==> config.mk <==
export PLATFORM = sky130hd
export DESIGN_NAME = fgen_sequencer
export DESIGN_NICKNAME = d
export VERILOG_FILES = /design/src/rtl/fgen_pkg.sv /design/src/rtl/fgen_tick_div.sv /design/src/rtl/fgen_sequencer.sv
export SDC_FILE = /design/constraint.sdc
export NUM_CORES = 1
export LEC_CHECK = 0
export ABC_CLOCK_PERIOD_IN_PS = 4200
export BUFFER_PORTS_ARGS = -buffer_cell sky130_fd_sc_hd__buf_2
export CAP_MARGIN = 40
export CORE_MARGIN = 2
export CORE_UTILIZATION = 61
export CTS_CLUSTER_DIAMETER = 120
export CTS_CLUSTER_SIZE = 24
export DETAILED_ROUTE_END_ITERATION = 10
export PLACE_DENSITY_LB_ADDON = 0.12
export SLEW_MARGIN = 5
export SYNTH_ARGS = -nofsm -noshare
export SYNTH_HDL_FRONTEND = slang
export SYNTH_SLANG_ARGS = --single-unit
==> constraint.sdc <==
create_clock -name clk -period 4.2 [get_ports clk]
set_input_delay 0.63 -clock clk [delete_from_list [all_inputs] [get_ports clk]]
set_output_delay 0.63 -clock clk [all_outputs]
set_load 0.01 [all_outputs]
==> src/rtl/fgen_pkg.sv <==
`timescale 1ns/1ps
// -----------------------------------------------------------------------------
// fgen_pkg
// Shared definitions for the function-generator sequencer: quadrant state
// encoding, waveform-select codes, default widths and the midscale level.
// -----------------------------------------------------------------------------
package fgen_pkg;

    localparam int ADDR_W_DEF = 6;   // quarter-wave address width
    localparam int DATA_W_DEF = 8;   // sample width
    localparam int DIV_W      = 8;   // tick divisor width

    // Midscale of an 8-bit unsigned sample; wider samples scale it up.
    localparam logic [7:0] MIDSCALE = 8'h80;

    // Quadrant index; bit 0 is the phase flag, bit 1 is the sign flag.
    typedef enum logic [1:0] {
        Q0 = 2'd0,
        Q1 = 2'd1,
        Q2 = 2'd2,
        Q3 = 2'd3
    } quad_t;

    localparam logic [1:0] WAVE_SQUARE   = 2'b00;
    localparam logic [1:0] WAVE_TRIANGLE = 2'b01;
    localparam logic [1:0] WAVE_SAW      = 2'b10;
    localparam logic [1:0] WAVE_SINE     = 2'b11;

endpackage

==> src/rtl/fgen_tick_div.sv <==
`timescale 1ns/1ps
// -----------------------------------------------------------------------------
// fgen_tick_div
// Programmable tick divider: produces one tick every cfg_div+1 enabled cycles.
//
// Ports
//   clk      rising-edge clock
//   rst      asynchronous active-high reset, clears the count
//   en       count enable; low freezes the count and suppresses tick
//   clr      synchronous restart; wins over en and suppresses tick
//   cfg_div  divisor N (tick every N+1 enabled cycles, N=0 -> every cycle)
//   tick     combinational step strobe
// -----------------------------------------------------------------------------
module fgen_tick_div
    import fgen_pkg::*;
(
    input  logic             clk,
    input  logic             rst,
    input  logic             en,
    input  logic             clr,
    input  logic [DIV_W-1:0] cfg_div,
    output logic             tick
);

    logic [DIV_W-1:0] div_cnt;
    logic             hit;

    assign hit  = (div_cnt == cfg_div);
    assign tick = en & ~clr & hit;

    always_ff @(posedge clk or posedge rst) begin
        if (rst) begin
            div_cnt <= '0;
        end else if (clr) begin
            div_cnt <= '0;
        end else if (en) begin
            div_cnt <= hit ? '0 : div_cnt + 1'b1;
        end
    end

endmodule

==> src/rtl/fgen_sequencer.sv <==
`timescale 1ns/1ps
// -----------------------------------------------------------------------------
// fgen_sequencer
// Waveform sequencer for a ROM-based function generator. A quarter-wave
// address walks up and down through four quadrants; each tick the shaper
// turns (quadrant, address, ROM value) into a square, triangle, sawtooth or
// sine sample.
//
// Ports
//   clk       rising-edge clock
//   rst       asynchronous active-high reset
//   en        run enable; low freezes divider, address, quadrant and sample
//   load      one-cycle pulse: capture wave_sel/freq_div and restart
//   wave_sel  00 square, 01 triangle, 10 sawtooth, 11 sine
//   freq_div  divisor N, one step every N+1 enabled cycles
//   rom_data  quarter-sine magnitude from an external combinational ROM
//   rom_addr  quarter-wave address presented to the ROM
//   phase     quadrant flag (set in Q1, Q3)
//   sign      quadrant flag (set in Q2, Q3; negative half of the period)
//   amp_out   registered sample, unsigned, midscale = 8'h80 at DATA_W=8
//   valid     high the cycle after amp_out takes a new sample
// -----------------------------------------------------------------------------
module fgen_sequencer
    import fgen_pkg::*;
#(
    parameter int ADDR_W = ADDR_W_DEF,
    parameter int DATA_W = DATA_W_DEF   // expected >= 8 and >= ADDR_W+2
)(
    input  logic              clk,
    input  logic              rst,
    input  logic              en,
    input  logic              load,
    input  logic [1:0]        wave_sel,
    input  logic [DIV_W-1:0]  freq_div,
    input  logic [DATA_W-1:0] rom_data,
    output logic [ADDR_W-1:0] rom_addr,
    output logic              phase,
    output logic              sign,
    output logic [DATA_W-1:0] amp_out,
    output logic              valid
);

    localparam logic [DATA_W-1:0] MID = DATA_W'(MIDSCALE) << (DATA_W - 8);

    logic [1:0]        cfg_sel;
    logic [DIV_W-1:0]  cfg_div;
    logic              tick;
    logic              co;
    logic              count_up;
    logic              at_term;
    quad_t             state_q;
    quad_t             state_d;
    logic [ADDR_W-1:0] addr;
    logic [DATA_W-1:0] sample_p0;

    // Midscale offset by a magnitude; magnitudes stay below MID so no wrap.
    function automatic logic [DATA_W-1:0] bipolar(input logic neg,
                                                  input logic [DATA_W-1:0] mag);
        bipolar = neg ? (MID - mag) : (MID + mag);
    endfunction

    function automatic logic [DATA_W-1:0] shape(input logic [1:0]        sel,
                                                input logic [1:0]        q,
                                                input logic [ADDR_W-1:0] a,
                                                input logic [DATA_W-1:0] rom);
        logic [DATA_W-1:0] lin;
        logic [DATA_W-1:0] half;
        logic [DATA_W-1:0] ramp;
        lin  = DATA_W'({a, 1'b0});
        half = rom >> 1;
        // Falling-address quadrants use ~a so the ramp keeps rising.
        ramp = DATA_W'({q, (q[0] ? ~a : a)});
        case (sel)
            WAVE_SQUARE:   shape = q[1] ? '0 : '1;
            WAVE_TRIANGLE: shape = bipolar(q[1], lin);
            WAVE_SAW:      shape = ramp;
            default:       shape = bipolar(q[1], half);
        endcase
    endfunction

    // Configuration shadow: only load may change the running setup.
    always_ff @(posedge clk or posedge rst) begin
        if (rst) begin
            cfg_sel <= WAVE_SQUARE;
            cfg_div <= '0;
        end else if (load) begin
            cfg_sel <= wave_sel;
            cfg_div <= freq_div;
        end
    end

    fgen_tick_div u_tick_div (
        .clk     (clk),
        .rst     (rst),
        .en      (en),
        .clr     (load),
        .cfg_div (cfg_div),
        .tick    (tick)
    );

    // Q0/Q2 walk the address up, Q1/Q3 walk it back down.
    assign count_up = ~state_q[0];
    assign at_term  = count_up ? (&addr) : ~(|addr);
    assign co       = tick & at_term;

    // Quadrant FSM: state register
    always_ff @(posedge clk or posedge rst) begin
        if (rst) begin
            state_q <= Q0;
        end else if (load) begin
            state_q <= Q0;
        end else begin
            state_q <= state_d;
        end
    end

    // Quadrant FSM: next state
    always_comb begin
        state_d = state_q;
        if (co) begin
            case (state_q)
                Q0:      state_d = Q1;
                Q1:      state_d = Q2;
                Q2:      state_d = Q3;
                default: state_d = Q0;
            endcase
        end
    end

    // Quadrant FSM: outputs
    always_comb begin
        phase = 1'b0;
        sign  = 1'b0;
        case (state_q)
            Q1:      phase = 1'b1;
            Q2:      sign  = 1'b1;
            Q3: begin
                phase = 1'b1;
                sign  = 1'b1;
            end
            default: ;
        endcase
    end

    // Address holds on the terminal tick so each end sample is emitted twice
    // (once per adjacent quadrant), giving 2^ADDR_W ticks per quadrant.
    always_ff @(posedge clk or posedge rst) begin
        if (rst) begin
            addr <= '0;
        end else if (load) begin
            addr <= '0;
        end else if (tick && !co) begin
            addr <= count_up ? addr + 1'b1 : addr - 1'b1;
        end
    end

    assign rom_addr = addr;

    // Stage p0 -> output: sample of the pre-tick address/quadrant
    assign sample_p0 = shape(cfg_sel, state_q, addr, rom_data);

    always_ff @(posedge clk or posedge rst) begin
        if (rst) begin
            amp_out <= MID;
            valid   <= 1'b0;
        end else begin
            valid <= tick;
            if (tick) begin
                amp_out <= sample_p0;
            end
        end
    end

endmodule

==> results.md <==
* Largest net degree at the start of global routing at 36
* Post-route DRC at 0
* Synth-to-layout area growth at 11.5%
* Synthesized area at 0.00237 mm²
* Clock Sinks at 35
* Placed Area at 0.00253 mm²
* Die Wd at 66.3 µm
* Crit start category: flip-flop
* Mapped Nets at 277
* Height of the die at 66.3 µm
* Worst Setup End Kind: output port
* Sw frac at 0.265
* Max IR drop VDD at 0.000197 V
* Pint at 589 µW
* Count of hold-fix buffers inserted at cts at 0
* EDFF count, synth at 0
* Core ar. at 0.00369 mm²
* Final Core Density at 0.716
* Placed insts at 315
* Grt ovf at 0
* PortBufs at 37
* CTS tree: yes
* Final min period at 2.56 ns
* Final setup viols at 0
* Setup tns final at 0 ns
* Routed Antenna Nets at 0
* CP Class: reg2out
* Commonest non-fill, non-tap cell in the layout: buf_2
* Slowest cell on crit path: dfrtp_1
* CTS HTree Levels at 2
* Combinational power share at 0.134
* Worst-Margin Slew at 0.926 ns
* Design Area, Final at 0.00264 mm²
* Layout cells sized above 1 at 0.265
* Drt pass-1 iters at 4
* Area contributors post-synth: dfrtp_1 36%, mux2_2 7.1%, ha_1 5.8%, xor2_1 4.4%, a31oi_1 3.4%
* Sequential area share after synthesis at 0.370
* RSZ-0062 raised after global routing: false
* Synthesized instance count at 243
* Lkg Pwr at 0.00130 µW
* DR iter-0 viols at 133
* Crit path buffers/inverters at 2
* PD cells at 303 mW/mm²
* Synth Warn # at 0
* Site Rows at 22
* Root Buffer Master: clkbuf_8
* First-pass GRT wire length at 8.10 mm
* Switching pwr at 212 µW
* Status: completed
* Max cap viols at 0
* Asr flop ratio synth at 1.00
* CTS resizes at 0
* Crit-path max FO at 15
* Rel. slew slack at 0.382
* Required time of the critical path at 3.57 ns
* Part of the power in registers at 0.485
* Worst path max stage delay at 0.70 ns
* Final Hold Vio Count at 0
* WL per Instance at 15.0 µm
* Gp weighted congestion at 0.799
* Max-slew violations at 0
* ANT cells at 0
* Flops & latches, synth at 35
* Hold WC Path Type: in2async
* Die area at 0.00440 mm²
* Postcts setup bufs at 0
* DR vias/cell at 5.91
* Fmax at 0.391 GHz
* Layout Cells excl Fill at 323
* Antenna violations before repair at 0
* Final WL at 4.84 mm
* # IOs at 39
* Initial cell density of the core at 0.642
* Register clock-pin slew on the reported worst setup and hold paths at 0.08 ns
* Skew final at 0.0108 ns
* Tcrit/Tclk final at 0.609
* Arr. time, crit path at 1.93 ns
* Clock share of power at 0.380
* Most used DFF post-synth: dfrtp_1
* HPWL after DPL at 3.52 mm
* Area leader, netlist: dfrtp_1
* CP Cell Sequence: inv_1 > ha_1 > or2_2 > buf_2
* Total CTS buffers at 5
* Netlist cell types at 53
* Most frequent cells in the layout: 37 x buf_2, 34 x dfrtp_1, 15 x mux2_2
* Vias in the first global route at 1745
* Vias at 1910
* Top delay family on crit path: flip-flops
* Nets at 308
* GR Util All Layers at 0.243
* Max Buffers Root-to-Sink at 2
* Mean Syn Cell Area at 9.75 µm²
* Top-area cell type share of the netlist area at 0.359
* Worst-skew pair later-pin latency at 0.29 ns
==> area by class of cell <==
type / count / area (µm²)
Clock buffer: 5 / 68.8
Clock inverter: 3 / 43.8
Timing Repair Buffer: 38 / 193
Sequential cell: 35 / 877
Tap cell: 48 / 60.1
Fill cell: 308 / 1050
Multi-Input combinational cell: 184 / 1360
Inverter: 10 / 37.5
==> state kept, by name, summed over array words and instances, names as in the netlist <==
signal              count
state_q                 2
u_tick_div.div_cnt      8
valid                   1
amp_out                 8
cfg_sel                 2
cfg_div                 8
rom_addr                6
==> final timing paths <==
path                            start     endpoint  slack [ns]  cells after the start
max                        state_q[0]         sign        1.64                      4
min in group clk           amp_out[2]   amp_out[2]        0.51                      1
max in group asynchronous         rst   amp_out[7]        3.44                      3
min reg2reg                amp_out[2]   amp_out[2]        0.51                      1
min                               rst   amp_out[3]        0.42                      3
max reg2reg                state_q[0]  rom_addr[5]        1.67                      6
==> power groups by stage <==
stage	combinational, µW	clock [µW]	sequential [µW]
3_3_place_gp	105	0	394
2_1_floorplan	79.0	0	386
5_1_grt	120	322	393
6_report	108	305	389
4_1_cts	109	307	389
3_5_place_dp	108	0	396
==> kinds of logic (layout without fill, tap and decap cells) <==
kind of cell             count (synthesis)  after routing  share of synthesized area
AO/OA/AOI/OAI                           73             73                      0.210
multiplexers                            18             18                     0.0845
flip-flops                              35             35                      0.370
XOR/XNOR                                17             17                     0.0629
adder cells (fa/ha/maj)                 12             12                     0.0666
AND/OR/NAND/NOR                         64             64                      0.151
buffers and inverters                   24             56                     0.0549
==> worst min-delay path, delay by kind of cell <==
kind / cells / cell delay (ns)
buffers and inverters: 3 / 0.51
==> routing by layer <==
layer | vias to the layer above | GRT usage | share of wire
met5 | - | 0 | 0
met4 | 0 | 0.0893 | 0.014
met3 | 7 | 0.0443 | 0.048
met2 | 51 | 0.376 | 0.46
met1 | 891 | 0.337 | 0.48
li1 | 961 | - | -
==> synthesized netlist by cell type (all sizes together), types with 3 or more instances <==
cell type and count:
nor4 3, a211oi 4, nor2b 3, nand2 13, nor2 13, o21ai 12
nor3 3, xnor2 5, a21o 7, clkbuf 5, nand3 11, nand2b 6
a311oi 3, dfrtp 34, a21oi 14, ha 11, inv 10, a22o 3
a31oi 13, buf 9, xor2 12, mux2 16, o31ai 3, or2 3
==> through the flow <==
stage / power, µW / hold slack, ns / worst slack (ns)
floorplan: 465 / 0.472 / 2.03
global placement: 499 / 0.486 / 1.73
detailed placement: 504 / 0.497 / 1.69
CTS: 805 / 0.444 / 1.67
global route: 835 / 0.482 / 1.48
finish: 801 / 0.424 / 1.64
Note: power is estimated with default switching activity, not from simulation.
